$ cat config.mk
export PLATFORM = sky130hd
export DESIGN_NAME = repeated_subtractor
export DESIGN_NICKNAME = d
export VERILOG_FILES = /design/src/rtl/repeated_subtractor.sv
export SDC_FILE = /design/constraint.sdc
export NUM_CORES = 1
export LEC_CHECK = 0
export BUFFER_PORTS_ARGS = -buffer_cell sky130_fd_sc_hd__buf_4
export CORE_MARGIN = 5
export CORE_UTILIZATION = 35
export CTS_CLUSTER_DIAMETER = 30
export CTS_CLUSTER_SIZE = 30
export DETAILED_ROUTE_END_ITERATION = 7
export GPL_TIMING_DRIVEN = 0
export PLACE_DENSITY_LB_ADDON = 0.05
export RECOVER_POWER = 25
export SYNTH_ARGS = -nofsm -noshare
export SYNTH_HDL_FRONTEND = slang
export SYNTH_SLANG_ARGS = --single-unit
$ cat constraint.sdc
create_clock -name clk -period 4.4 [get_ports clk]
set_clock_uncertainty 0.05 [all_clocks]
set_input_delay 0.22 -clock clk [delete_from_list [all_inputs] [get_ports clk]]
set_output_delay 0.22 -clock clk [all_outputs]
set_load 0.005 [all_outputs]
$ cat src/rtl/repeated_subtractor.sv
// Signed divider built from repeated subtraction of magnitudes: one subtraction per
// enabled clock, start/done handshake, saturating quotient and an exposed iteration count.
module repeated_subtractor #(
   parameter int WIDTH = 6
) (
   input  logic                    clk,
   input  logic                    rst_n,
   input  logic                    ena,
   input  logic                    start,
   input  logic signed [WIDTH-1:0] a,
   input  logic signed [WIDTH-1:0] b,
   output logic                    busy,
   output logic                    done,
   output logic signed [WIDTH-1:0] quotient,
   output logic signed [WIDTH-1:0] remainder,
   output logic        [WIDTH-1:0] flag,
   output logic                    div_by_zero,
   output logic                    saturated
);

   localparam int MW = WIDTH + 1;

   localparam logic [WIDTH-1:0] ZERO_W = {WIDTH{1'b0}};
   localparam logic [WIDTH-1:0] ONE_W  = {{(WIDTH-1){1'b0}}, 1'b1};
   localparam logic [WIDTH-1:0] NEG1_W = {WIDTH{1'b1}};
   localparam logic [WIDTH-1:0] QMAX_W = {1'b0, {(WIDTH-1){1'b1}}};
   localparam logic [MW-1:0]    ZERO_M = {MW{1'b0}};
   localparam logic [MW-1:0]    ONE_M  = {{(MW-1){1'b0}}, 1'b1};

   typedef enum logic [1:0] {
      S_IDLE = 2'd0,
      S_RUN  = 2'd1,
      S_DONE = 2'd2
   } state_t;

   // Magnitude is one bit wider than the operand so that |most-negative| is exact.
   function automatic logic [MW-1:0] abs_mag(input logic [WIDTH-1:0] v);
      logic [MW-1:0] ext;
      ext = {v[WIDTH-1], v};
      if (v[WIDTH-1]) begin
         return ~ext + ONE_M;
      end else begin
         return ext;
      end
   endfunction

   function automatic logic [WIDTH-1:0] negate(input logic [WIDTH-1:0] v);
      return ~v + ONE_W;
   endfunction

   state_t            state_q, state_d;
   logic              sign_a_q, sign_a_d;
   logic              sign_b_q, sign_b_d;
   logic [MW-1:0]     rem_mag_q, rem_mag_d;
   logic [MW-1:0]     div_mag_q, div_mag_d;
   logic [WIDTH-1:0]  count_q, count_d;
   logic              busy_q, busy_d;
   logic              done_q, done_d;
   logic [WIDTH-1:0]  quot_q, quot_d;
   logic [WIDTH-1:0]  rem_q, rem_d;
   logic [WIDTH-1:0]  flag_q, flag_d;
   logic              dbz_q, dbz_d;
   logic              sat_q, sat_d;

   logic              q_neg_s;
   logic              q_ovf_s;
   logic [WIDTH-1:0]  q_signed_s;
   logic [WIDTH-1:0]  r_signed_s;

   // Signed result candidates formed from the current magnitudes and count.
   always_comb begin
      q_neg_s    = sign_a_q ^ sign_b_q;
      q_ovf_s    = 1'b0;
      q_signed_s = count_q;
      r_signed_s = rem_mag_q[WIDTH-1:0];
      if (q_neg_s) begin
         q_signed_s = negate(count_q);
      end else begin
         q_ovf_s = (count_q > QMAX_W);
      end
      if (sign_a_q) begin
         r_signed_s = negate(rem_mag_q[WIDTH-1:0]);
      end else begin
         r_signed_s = rem_mag_q[WIDTH-1:0];
      end
   end

   // Next-state and next-output logic; everything holds while ena is low.
   always_comb begin
      state_d   = state_q;
      sign_a_d  = sign_a_q;
      sign_b_d  = sign_b_q;
      rem_mag_d = rem_mag_q;
      div_mag_d = div_mag_q;
      count_d   = count_q;
      busy_d    = busy_q;
      done_d    = done_q;
      quot_d    = quot_q;
      rem_d     = rem_q;
      flag_d    = flag_q;
      dbz_d     = dbz_q;
      sat_d     = sat_q;
      if (ena) begin
         case (state_q)
            S_IDLE: begin
               done_d = 1'b0;
               if (start) begin
                  sign_a_d  = a[WIDTH-1];
                  sign_b_d  = b[WIDTH-1];
                  rem_mag_d = abs_mag(a);
                  div_mag_d = abs_mag(b);
                  count_d   = ZERO_W;
                  if (b == ZERO_W) begin
                     state_d = S_DONE;
                     busy_d  = 1'b0;
                     done_d  = 1'b1;
                     quot_d  = a[WIDTH-1] ? NEG1_W : QMAX_W;
                     rem_d   = a;
                     flag_d  = ZERO_W;
                     dbz_d   = 1'b1;
                     sat_d   = 1'b1;
                  end else begin
                     state_d = S_RUN;
                     busy_d  = 1'b1;
                  end
               end else begin
                  state_d = S_IDLE;
               end
            end
            S_RUN: begin
               if (rem_mag_q >= div_mag_q) begin
                  rem_mag_d = rem_mag_q - div_mag_q;
                  count_d   = count_q + ONE_W;
               end else begin
                  state_d = S_DONE;
                  busy_d  = 1'b0;
                  done_d  = 1'b1;
                  quot_d  = q_ovf_s ? QMAX_W : q_signed_s;
                  sat_d   = q_ovf_s;
                  rem_d   = r_signed_s;
                  flag_d  = count_q;
                  dbz_d   = 1'b0;
               end
            end
            S_DONE: begin
               state_d = S_IDLE;
               busy_d  = 1'b0;
               done_d  = 1'b0;
            end
            default: begin
               state_d   = S_IDLE;
               busy_d    = 1'b0;
               done_d    = 1'b0;
               rem_mag_d = ZERO_M;
               div_mag_d = ZERO_M;
               count_d   = ZERO_W;
            end
         endcase
      end else begin
         state_d = state_q;
      end
   end

   // State and output registers with asynchronous active-low reset.
   always_ff @(posedge clk or negedge rst_n) begin
      if (!rst_n) begin
         state_q   <= S_IDLE;
         sign_a_q  <= 1'b0;
         sign_b_q  <= 1'b0;
         rem_mag_q <= ZERO_M;
         div_mag_q <= ZERO_M;
         count_q   <= ZERO_W;
         busy_q    <= 1'b0;
         done_q    <= 1'b0;
         quot_q    <= ZERO_W;
         rem_q     <= ZERO_W;
         flag_q    <= ZERO_W;
         dbz_q     <= 1'b0;
         sat_q     <= 1'b0;
      end else begin
         state_q   <= state_d;
         sign_a_q  <= sign_a_d;
         sign_b_q  <= sign_b_d;
         rem_mag_q <= rem_mag_d;
         div_mag_q <= div_mag_d;
         count_q   <= count_d;
         busy_q    <= busy_d;
         done_q    <= done_d;
         quot_q    <= quot_d;
         rem_q     <= rem_d;
         flag_q    <= flag_d;
         dbz_q     <= dbz_d;
         sat_q     <= sat_d;
      end
   end

   assign busy        = busy_q;
   assign done        = done_q;
   assign quotient    = quot_q;
   assign remainder   = rem_q;
   assign flag        = flag_q;
   assign div_by_zero = dbz_q;
   assign saturated   = sat_q;

endmodule

==> out/qor.yml, run 1 <==
crit_chain: "dlygate4sd3_1, clkbuf_1"
cts_max_level: 2
ys_seq_area_share_pct: 38.7
drc_errors: 0
port_buffers: 37
hpwlAfterDp_um: 5250
ioPinCount: 38
die_area_mm2: 0.0102
num-nets-final: 379
ctsRootBufferMaster: "clkbuf_8"
peakVddDrop_mv: 0.226
multi_input_area_mm2: 0.00162
cts_num_sinks: 45
core-area_mm2: 0.00818
post_cts_buffers: 0
fill_cells: 826
synthArstFlopShare_pct: 100
grt_pass1_vias: 2236
startpoint: "rst_n"
drive_gt1_share_pct: 21.0
antenna_found_initial: 0
synth.avg_cell_area_um2: 9.63
critPathBufInv: 2
die_width_um: 101
place_ws_ns: 1.81
wl_met3_um: 316
status: "complete, but fails checks"
drv_cap: 1
firstDrtPassIters: 4
finalSetupViolations: 0
slowest_delay_ns: 1.80
required_ns: 4.23
ys.flop_type: "dfrtp_1"
rows: 33
slew_headroom_pct: -69.8
vias: 2269
violations: "capacitance limit, slew limit"
grt_use_total_pct: 14.4
rsz0062_at_grt: "no"
yosys_warnings: 0
wl_met1_um: 3490
postRouteWirelength_um: 6980
endpoint_kind: "asynchronous set/reset pin"
dr.first_iter.drc_count: 70
r2r_start: "rem_mag_q[2]"
ys_types: 45
finalMaxSlewViolations: 46
syn_nets: 334
dr.max_layer_used: "met4"
wl_per_cell_um: 15.4
cts_made_buffers: 5
cts_tree: "done"
mappedNetlistArea_mm2: 0.00291
grt_max_degree: 46
cts-resized-gates: 0
regArea_mm2: 0.00113
fin_ws_ns: 1.66
hold-worst-slack_ns: 0.104
met2_length_um: 3120
clk_pin_slew_worst_paths_ns: 0.08
critPathKind: "input port to asynchronous set/reset pin"
ant_nets: 0
cpMaxStageDelayCell: "clkbuf_1"
post-route-period-util_pct: 62.2
ys_ff_latch: 45
fin_setup_tns_ns: 0
gp_congestion: 0.828
critPathMaxFanout: 45
hp-start: "start"
initial_core_util_pct: 35.6
antenna_cells: 0
post_drt_via_cell_ratio: 5.02
syn-instance-count: 302
hold_class: "input port to flip-flop"
areaGrowthSynthToFinish_pct: 17.3
synth_edf_count: 0
power.density_mw_per_mm2: 675
arrival_ns: 2.57
power.leakage_nw: 1.57
layout_min_cycle_time_ns: 2.74
crit_family: "buffers and inverters"
worstSetupStartpointType: "input port"
grt_overflow: 0
grt_pass1_wl_um: 11500
clk_path_buf_depth: 2
clk_latency_ns: 0.30
die_h_um: 101
hold_viol: 0
tightest_slew_ns: 2.55
max_freq_mhz: 365
## registers in the layout, summed over array words and instances, names as in the netlist
signal and cells:
div_by_zero 1, div_mag_q 7, saturated 1, rem_mag_q 7, sign_a_q 1, busy 1, remainder 6, count_q 6
quotient 6, state_q 2, flag 6, sign_b_q 1
## area by class of cell
type	count	area share (%)
plain buffers	12	1.76
clock buffers	7	2.53
inverters	26	2.86
multi-input cells	219	47.6
flip-flops and latches	45	33.0
well taps	105	3.85
repair buffers	38	8.33
## final timing paths
| check | end | slack (ns) | cells past startpoint |
|---|---|---|---|
| max | count_q[2] | 1.66 | 2 |
| min | div_mag_q[4] | 0.10 | 2 |
| max reg2reg | rem_mag_q[4] | 1.81 | 6 |
| min reg2reg | div_mag_q[5] | 0.43 | 2 |
| max in group clk | rem_mag_q[4] | 1.81 | 6 |
| min in group asynchronous | remainder[0] | 1.20 | 2 |
## cell families after synthesis
| logic type | count (synthesis) | synth area share, % |
|---|---|---|
| and+or+nand+nor | 90 | 15.2 |
| AOI/OAI and AO/OA | 66 | 14.9 |
| DFF | 45 | 38.7 |
| buffers and inverters | 38 | 5.42 |
| muxes | 31 | 13.8 |
| xor gates and xnor gates | 16 | 4.82 |
| adders and majority gates | 16 | 7.14 |
## timing repair
action                                  CTS  global route
hold buffers                              1             0
hold endpoints to repair                 45             0
endpoints found under the setup margin    0             0
## power breakdown
part           total (mW)  switching [mW]  internal [mW]
registers           0.724           0.139          0.585
logic                1.31           0.684          0.624
clock network       0.270           0.145          0.125
## cell usage after synthesis (all sizes together) (5+ instances only)
library cell | number | share of area (%)
nor2 | 24 | 3.2
inv | 26 | 3.4
nand2b | 9 | 1.9
dfrtp | 45 | 39
a21oi | 14 | 2.4
nand2 | 26 | 3.4
o21ai | 19 | 3.3
clkbuf | 10 | 1.3
xnor2 | 10 | 3.0
mux2 | 24 | 11
nand3 | 6 | 1.0
mux2i | 7 | 2.4
xor2 | 6 | 1.8
o31ai | 5 | 1.3
nor3 | 5 | 1.0
ha | 15 | 6.5
## cells in the final DEF, fill, tap and decap left out, types with 7 or more instances in the layout
| cell type | Yosys | layout |
|---|---|---|
| xnor2_1 | 10 | 10 |
| dfrtp_1 | 45 | 45 |
| buf_4 | 0 | 36 |
| nand2_1 | 26 | 26 |
| mux2i_1 | 7 | 7 |
| ha_1 | 15 | 15 |
| mux2_2 | 8 | 8 |
| mux2_4 | 16 | 16 |
| nor2_1 | 23 | 23 |
| a21oi_1 | 14 | 14 |
| nand2b_1 | 9 | 9 |
| o21ai_0 | 19 | 19 |
| inv_1 | 26 | 26 |
| clkbuf_1 | 10 | 12 |
## metal layers
| metal | up-vias | GRT usage (%) |
|---|---|---|
| li1 | 1145 | - |
| met1 | 1078 | 20.9 |
| met2 | 42 | 22.3 |
| met3 | 4 | 2.82 |
| met4 | 0 | 3.37 |
| met5 | - | 0 |
## metrics by stage
step	std cells	instance area (um^2)	util [%]	total power [mW]
finish	452	3410	41.7	2.30
detailed placement	444	3320	40.6	2.05
global placement	444	3320	40.6	2.03
global route	452	3410	41.7	2.52
floorplan	302	2910	-	1.63
CTS	452	3410	41.8	2.33
(Power assumes the default switching activity.)
==> run 2, diff against run 1 <==
==> constraint.sdc (replaced) <==
create_clock -name clk -period 2.7 [get_ports clk]
set_clock_uncertainty 0.05 [all_clocks]
set_input_delay 0.135 -clock clk [delete_from_list [all_inputs] [get_ports clk]]
set_output_delay 0.135 -clock clk [all_outputs]
set_load 0.005 [all_outputs]
==> out/qor.yml, run 2 (same netlist as run 1, synthesis figures left out) <==
status: "complete, no violations"  # was complete, but fails checks
rsz0062_at_grt: "no"  # unchanged
critPathBufInv: 1  # was 2
cts_tree: "done"  # unchanged
vias: 2258  # was 2269
initial_core_util_pct: 35.6  # unchanged
reg2reg_depth: 7  # was 6
die_area_mm2: 0.0102  # unchanged
r2r_slack_ns: 0.17  # was 1.81 ns
core-area_mm2: 0.00818  # unchanged
grt_pass1_wl_um: 11500  # unchanged
clk_latency_ns: 0.29  # was 0.30 ns
die_h_um: 101  # unchanged
crit_chain: "ha_1, nand2_1, o21ai_0, a21o_1, a211o_1, buf_6, mux2_4"  # was dlygate4sd3_1, clkbuf_1
grt_max_degree: 46  # unchanged
die_width_um: 101  # unchanged
grt_pass1_vias: 2236  # unchanged
cts_made_buffers: 5  # unchanged
critPathKind: "flip-flop to flip-flop"  # was input port to asynchronous set/reset pin
areaGrowthSynthToFinish_pct: 17.5  # was 17.3%
hold-worst-slack_ns: 0.0260  # was 0.104 ns
grt_use_total_pct: 14.4  # unchanged
post-route-period-util_pct: 93.8
cts_max_level: 2  # unchanged
hpwlAfterDp_um: 5250  # unchanged
slowest_delay_ns: 0.49  # was 1.80 ns
wl_per_cell_um: 15.4  # about the same
arrival_ns: 2.67  # was 2.57 ns
rows: 33  # unchanged
hp-start: "start"  # unchanged
cpMaxStageDelayCell: "dfrtp_1"  # was clkbuf_1
layout_common_cells: "45 x dfrtp_1, 36 x buf_4, 26 x inv_1, 26 x nand2_1, 23 x nor2_1"  # unchanged
hold_viol: 0  # unchanged
tightest_slew_ns: 1.18  # was 2.55 ns
post_cts_buffers: 0  # unchanged
hold_depth: 2  # unchanged
num-nets-final: 379  # unchanged
max_freq_mhz: 395
crit_family: "compound AO/OA/AOI/OAI gates"  # was buffers and inverters
r2r_start: "rem_mag_q[2]"  # unchanged
ant_nets: 0  # unchanged
endpoint_kind: "flip-flop"  # was asynchronous set/reset pin
post_drt_via_cell_ratio: 5.00  # was 5.02
critPathMaxFanout: 10  # was 45
antenna_found_initial: 0  # unchanged
clk_pin_slew_worst_paths_ns: 0.09  # was 0.08 ns
required_ns: 2.84  # was 4.23 ns
postRouteWirelength_um: 6950  # was 6980 um
layout_min_cycle_time_ns: 2.53
ctsRootBufferMaster: "clkbuf_8"  # unchanged
rr_endpoint: "quotient[2]"  # was rem_mag_q[4]
fin_util_pct: 41.8  # was 41.7%
dr.first_iter.drc_count: 69  # was 70
port_buffers: 37  # unchanged
power.leakage_nw: 1.57  # about the same
reg.largest.list: "div_mag_q x7, rem_mag_q x7"  # unchanged
finalMaxSlewViolations: 0  # was 46
worstSetupStartpointType: "flip-flop"  # was input port
clk_path_buf_depth: 2  # unchanged
min_to: "div_mag_q[4]"  # unchanged
grt_overflow: 0  # unchanged
drc_errors: 0  # unchanged
hold_class: "input port to flip-flop"  # unchanged
ioPinCount: 38  # unchanged
drv_cap: 0  # was 1
finalSetupViolations: 0  # unchanged
final_common_cell: "dfrtp_1"  # unchanged
slew_headroom_pct: 21.5  # was -69.8%
drive_gt1_share_pct: 21.3  # was 21.0%
gp_congestion: 0.828  # unchanged
fin_setup_tns_ns: 0  # unchanged
cts_num_sinks: 45  # unchanged
peakVddDrop_mv: 0.380  # was 0.226 mV
antenna_cells: 0  # unchanged
power.density_mw_per_mm2: 1100  # was 675 mW/mm^2
firstDrtPassIters: 4  # unchanged
==> run 2: cell counts in the layout (fill, tap and decap cells not counted) <==
Identical to the previous run, type by type.
==> run 2: report_power, final <==
part | leakage [nW] | internal, mW | switching [mW] | total, mW
Sequential | 0.564 | 0.953 | 0.228 | 1.18
Clock | 0.0443 | 0.204 | 0.232 | 0.436
Combinational | 0.962 | 1.02 | 1.12 | 2.14
==> run 2: final cells by class <==
cell class / instances / area [um^2]
fill: 827 / 4760
multi-input combinational: 219 / 1630
sequential: 45 / 1130
timing repair buffer: 38 / 285
tap: 105 / 131
inverter: 26 / 97.6
clock buffer: 7 / 86.3
buffer: 12 / 60.1
==> run 2: worst max path at each step <==
stage	slack, ns	cells after the start	start	end
6_report	0.17	7	rem_mag_q[2]	quotient[2]
2_1_floorplan	0.52	7	state_q[1]	div_by_zero
4_1_cts	0.08	6	rem_mag_q[2]	rem_mag_q[4]
3_5_place_dp	0.11	6	rem_mag_q[2]	rem_mag_q[0]
3_3_place_gp	0.17	6	rem_mag_q[2]	rem_mag_q[4]
5_1_grt	0.05	7	rem_mag_q[2]	remainder[2]
==> run 2: timing repair <==
action	in CTS	in global routing
endpoints found under the hold margin	45	0
hold buffers	1	0
resized for setup	0	1
endpoints found under the setup margin	0	3
==> run 2: metal layers <==
metal | GRT usage [%] | up-vias | part of all wire [%]
li1 | - | 1149 | -
met1 | 20.9 | 1077 | 51
met2 | 22.3 | 30 | 45
met3 | 2.82 | 2 | 3.0
met4 | 3.37 | 0 | 0.43
met5 | 0 | - | 0
==> run 2: metrics by stage <==
stage / instances / power [mW] / worst slack, ns / instance area (um^2)
2_1_floorplan: 302 / 2.66 / 0.523 / 2910
3_3_place_gp: 444 / 3.30 / 0.167 / 3320
3_5_place_dp: 444 / 3.33 / 0.107 / 3320
4_1_cts: 452 / 3.79 / 0.0787 / 3410
5_1_grt: 452 / 4.11 / 0.0506 / 3420
6_report: 452 / 3.76 / 0.168 / 3420
==> run 3, diff against run 2 <==
--- a/config.mk
+++ b/config.mk
@@ -6,6 +6,8 @@
 export NUM_CORES = 1
 export LEC_CHECK = 0
 export BUFFER_PORTS_ARGS = -buffer_cell sky130_fd_sc_hd__buf_4
+export CELL_PAD_IN_SITES_DETAIL_PLACEMENT = 2
+export CELL_PAD_IN_SITES_GLOBAL_PLACEMENT = 2
 export CORE_MARGIN = 5
 export CORE_UTILIZATION = 35
 export CTS_CLUSTER_DIAMETER = 30
==> out/qor.yml, run 3 (same netlist as run 1, synthesis figures left out) <==
max_freq_mhz: 405  # was 395 MHz
slowest_delay_ns: 0.49  # about the same
cts_num_sinks: 45  # unchanged
critPathKind: "flip-flop to flip-flop"  # unchanged
worstSetupStartpointType: "flip-flop"  # unchanged
antenna_cells: 0  # unchanged
die_h_um: 101  # unchanged
ant_nets: 0  # unchanged
cts_max_level: 2  # unchanged
finalMaxSlewViolations: 0  # unchanged
regArea_mm2: 0.00113  # unchanged
dr.first_iter.drc_count: 45  # was 69
hold-worst-slack_ns: 0.0162  # was 0.0260 ns
p_total_mw: 3.96  # was 3.76 mW
fin_util_pct: 42.1  # was 41.8%
layout_common_cells: "45 x dfrtp_1, 36 x buf_4, 26 x inv_1, 26 x nand2_1, 23 x nor2_1"  # unchanged
port_buffers: 37  # unchanged
fin_setup_tns_ns: 0  # unchanged
slew_headroom_pct: 21.4  # was 21.5%
layout_min_cycle_time_ns: 2.47  # was 2.53 ns
ctsRootBufferMaster: "clkbuf_8"  # unchanged
post_drt_via_cell_ratio: 5.25  # was 5.00
multi_input_area_mm2: 0.00162  # was 0.00163 mm^2
areaGrowthSynthToFinish_pct: 18.5  # was 17.5%
die_area_mm2: 0.0102  # unchanged
rsz0062_at_grt: "no"  # unchanged
place_ws_ns: 0.0554  # was 0.107 ns
vias: 2376  # was 2258
drc_errors: 0  # unchanged
firstDrtPassIters: 4  # unchanged
cpMaxStageDelayCell: "dfrtp_1"  # unchanged
clk_latency_ns: 0.31  # was 0.29 ns
hold_class: "input port to flip-flop"  # unchanged
post-route-period-util_pct: 91.4  # was 93.8%
grt_pass1_wl_um: 13400  # was 11500 um
reg.largest.list: "div_mag_q x7, rem_mag_q x7"  # unchanged
cts_tree: "done"  # unchanged
drive_gt1_share_pct: 21.8  # was 21.3%
power.leakage_nw: 1.58  # was 1.57 nW
final_common_cell: "dfrtp_1"  # unchanged
grt_max_degree: 46  # unchanged
wl_per_cell_um: 18.1  # was 15.4 um
post_cts_buffers: 0  # unchanged
rows: 33  # unchanged
required_ns: 2.84  # about the same
drv_cap: 0  # unchanged
fin_ws_ns: 0.233  # was 0.168 ns
postRouteWirelength_um: 8210  # was 6950 um
peakVddDrop_mv: 0.353  # was 0.380 mV
cts_made_buffers: 5  # unchanged
tightest_slew_ns: 1.18  # about the same
power.density_mw_per_mm2: 1150  # was 1100 mW/mm^2
die_width_um: 101  # unchanged
initial_core_util_pct: 35.6  # unchanged
hpwlAfterDp_um: 6380  # was 5250 um
grt_pass1_vias: 2567  # was 2236
endpoint_kind: "flip-flop"  # unchanged
grt_use_total_pct: 16.7  # was 14.4%
critPathMaxFanout: 10  # unchanged
grt_overflow: 0  # unchanged
gp_congestion: 0.785  # was 0.828
status: "complete, no violations"  # unchanged
arrival_ns: 2.61  # was 2.67 ns
fill_cells: 938  # was 827
core-area_mm2: 0.00818  # unchanged
ioPinCount: 38  # unchanged
num-nets-final: 379  # unchanged
finalSetupViolations: 0  # unchanged
crit_chain: "ha_1, a21oi_1, o21ai_1, a21o_1, a211o_1, buf_6, mux2_4"  # was ha_1, nand2_1, o21ai_0, a21o_1, a211o_1, buf_6, mux2_4
clk_path_buf_depth: 2  # unchanged
clk_pin_slew_worst_paths_ns: 0.09  # about the same
antenna_found_initial: 0  # unchanged
hold_viol: 0  # unchanged
run 3: cell types whose count changed in the layout (fill, tap and decap cells not counted):
cell / delta
o21ai_1: +1
o21ai_0: -1
bufinv_16: +1
clkinvlp_4: +1
nor2_4: -1
nor2_2: +1
clkbuf_1: -1
run 3: timing repair:
action	4_1_cts	5_1_grt
gates resized for setup	0	1
endpoints found under the setup margin	0	17
hold buffers	1	0
hold endpoints to repair	45	0
run 3: area by class of cell:
class / count / share of cell area (%)
Clock buffer: 6 / 2.40
Buffer: 12 / 1.74
Sequential cell: 45 / 32.7
Clock inverter: 2 / 1.09
Tap cell: 105 / 3.81
Timing Repair Buffer: 38 / 8.28
Multi-Input combinational cell: 219 / 47.1
Inverter: 26 / 2.83
run 3: critical path, delay by kind of cell (launching register included):
family / cells / cell delay (ns)
fa+ha+maj: 1 / 0.40
mux: 1 / 0.31
compound gates: 4 / 0.91
flops: 1 / 0.49
buf+inv: 1 / 0.18
run 3: where the power goes:
part / total (mW) / leakage [nW] / switching [mW] / internal [mW]
logic: 2.21 / 0.961 / 1.19 / 1.02
registers: 1.19 / 0.564 / 0.241 / 0.953
clock network: 0.554 / 0.0574 / 0.252 / 0.301
run 3: layer usage:
layer | wire [um] | global-route usage, % | share of wire [%]
met1 | 3770 | 21.5 | 46
met2 | 4170 | 29.5 | 51
met3 | 193 | 2.69 | 2.4
met4 | 73 | 3.68 | 0.89
met5 | 0 | 0 | 0
run 3: final timing paths:
check / startpoint / endpoint / slack (ns) / cells after the start
hold reg to reg: div_mag_q[5] / div_mag_q[5] / 0.46 / 2
setup / recovery: rem_mag_q[2] / remainder[5] / 0.23 / 7
setup reg to reg: rem_mag_q[2] / remainder[5] / 0.23 / 7
hold / removal: start / div_mag_q[4] / 0.02 / 2
max in group asynchronous: rst_n / div_mag_q[3] / 1.33 / 2
min in group asynchronous: rst_n / flag[4] / 0.55 / 2
run 3: metrics by stage:
stage | instances | cell area, um^2
detailed placement | 444 | 3320
CTS | 453 | 3450
global placement | 444 | 3320
finish | 453 | 3440
global route | 453 | 3440
floorplan | 302 | 2910
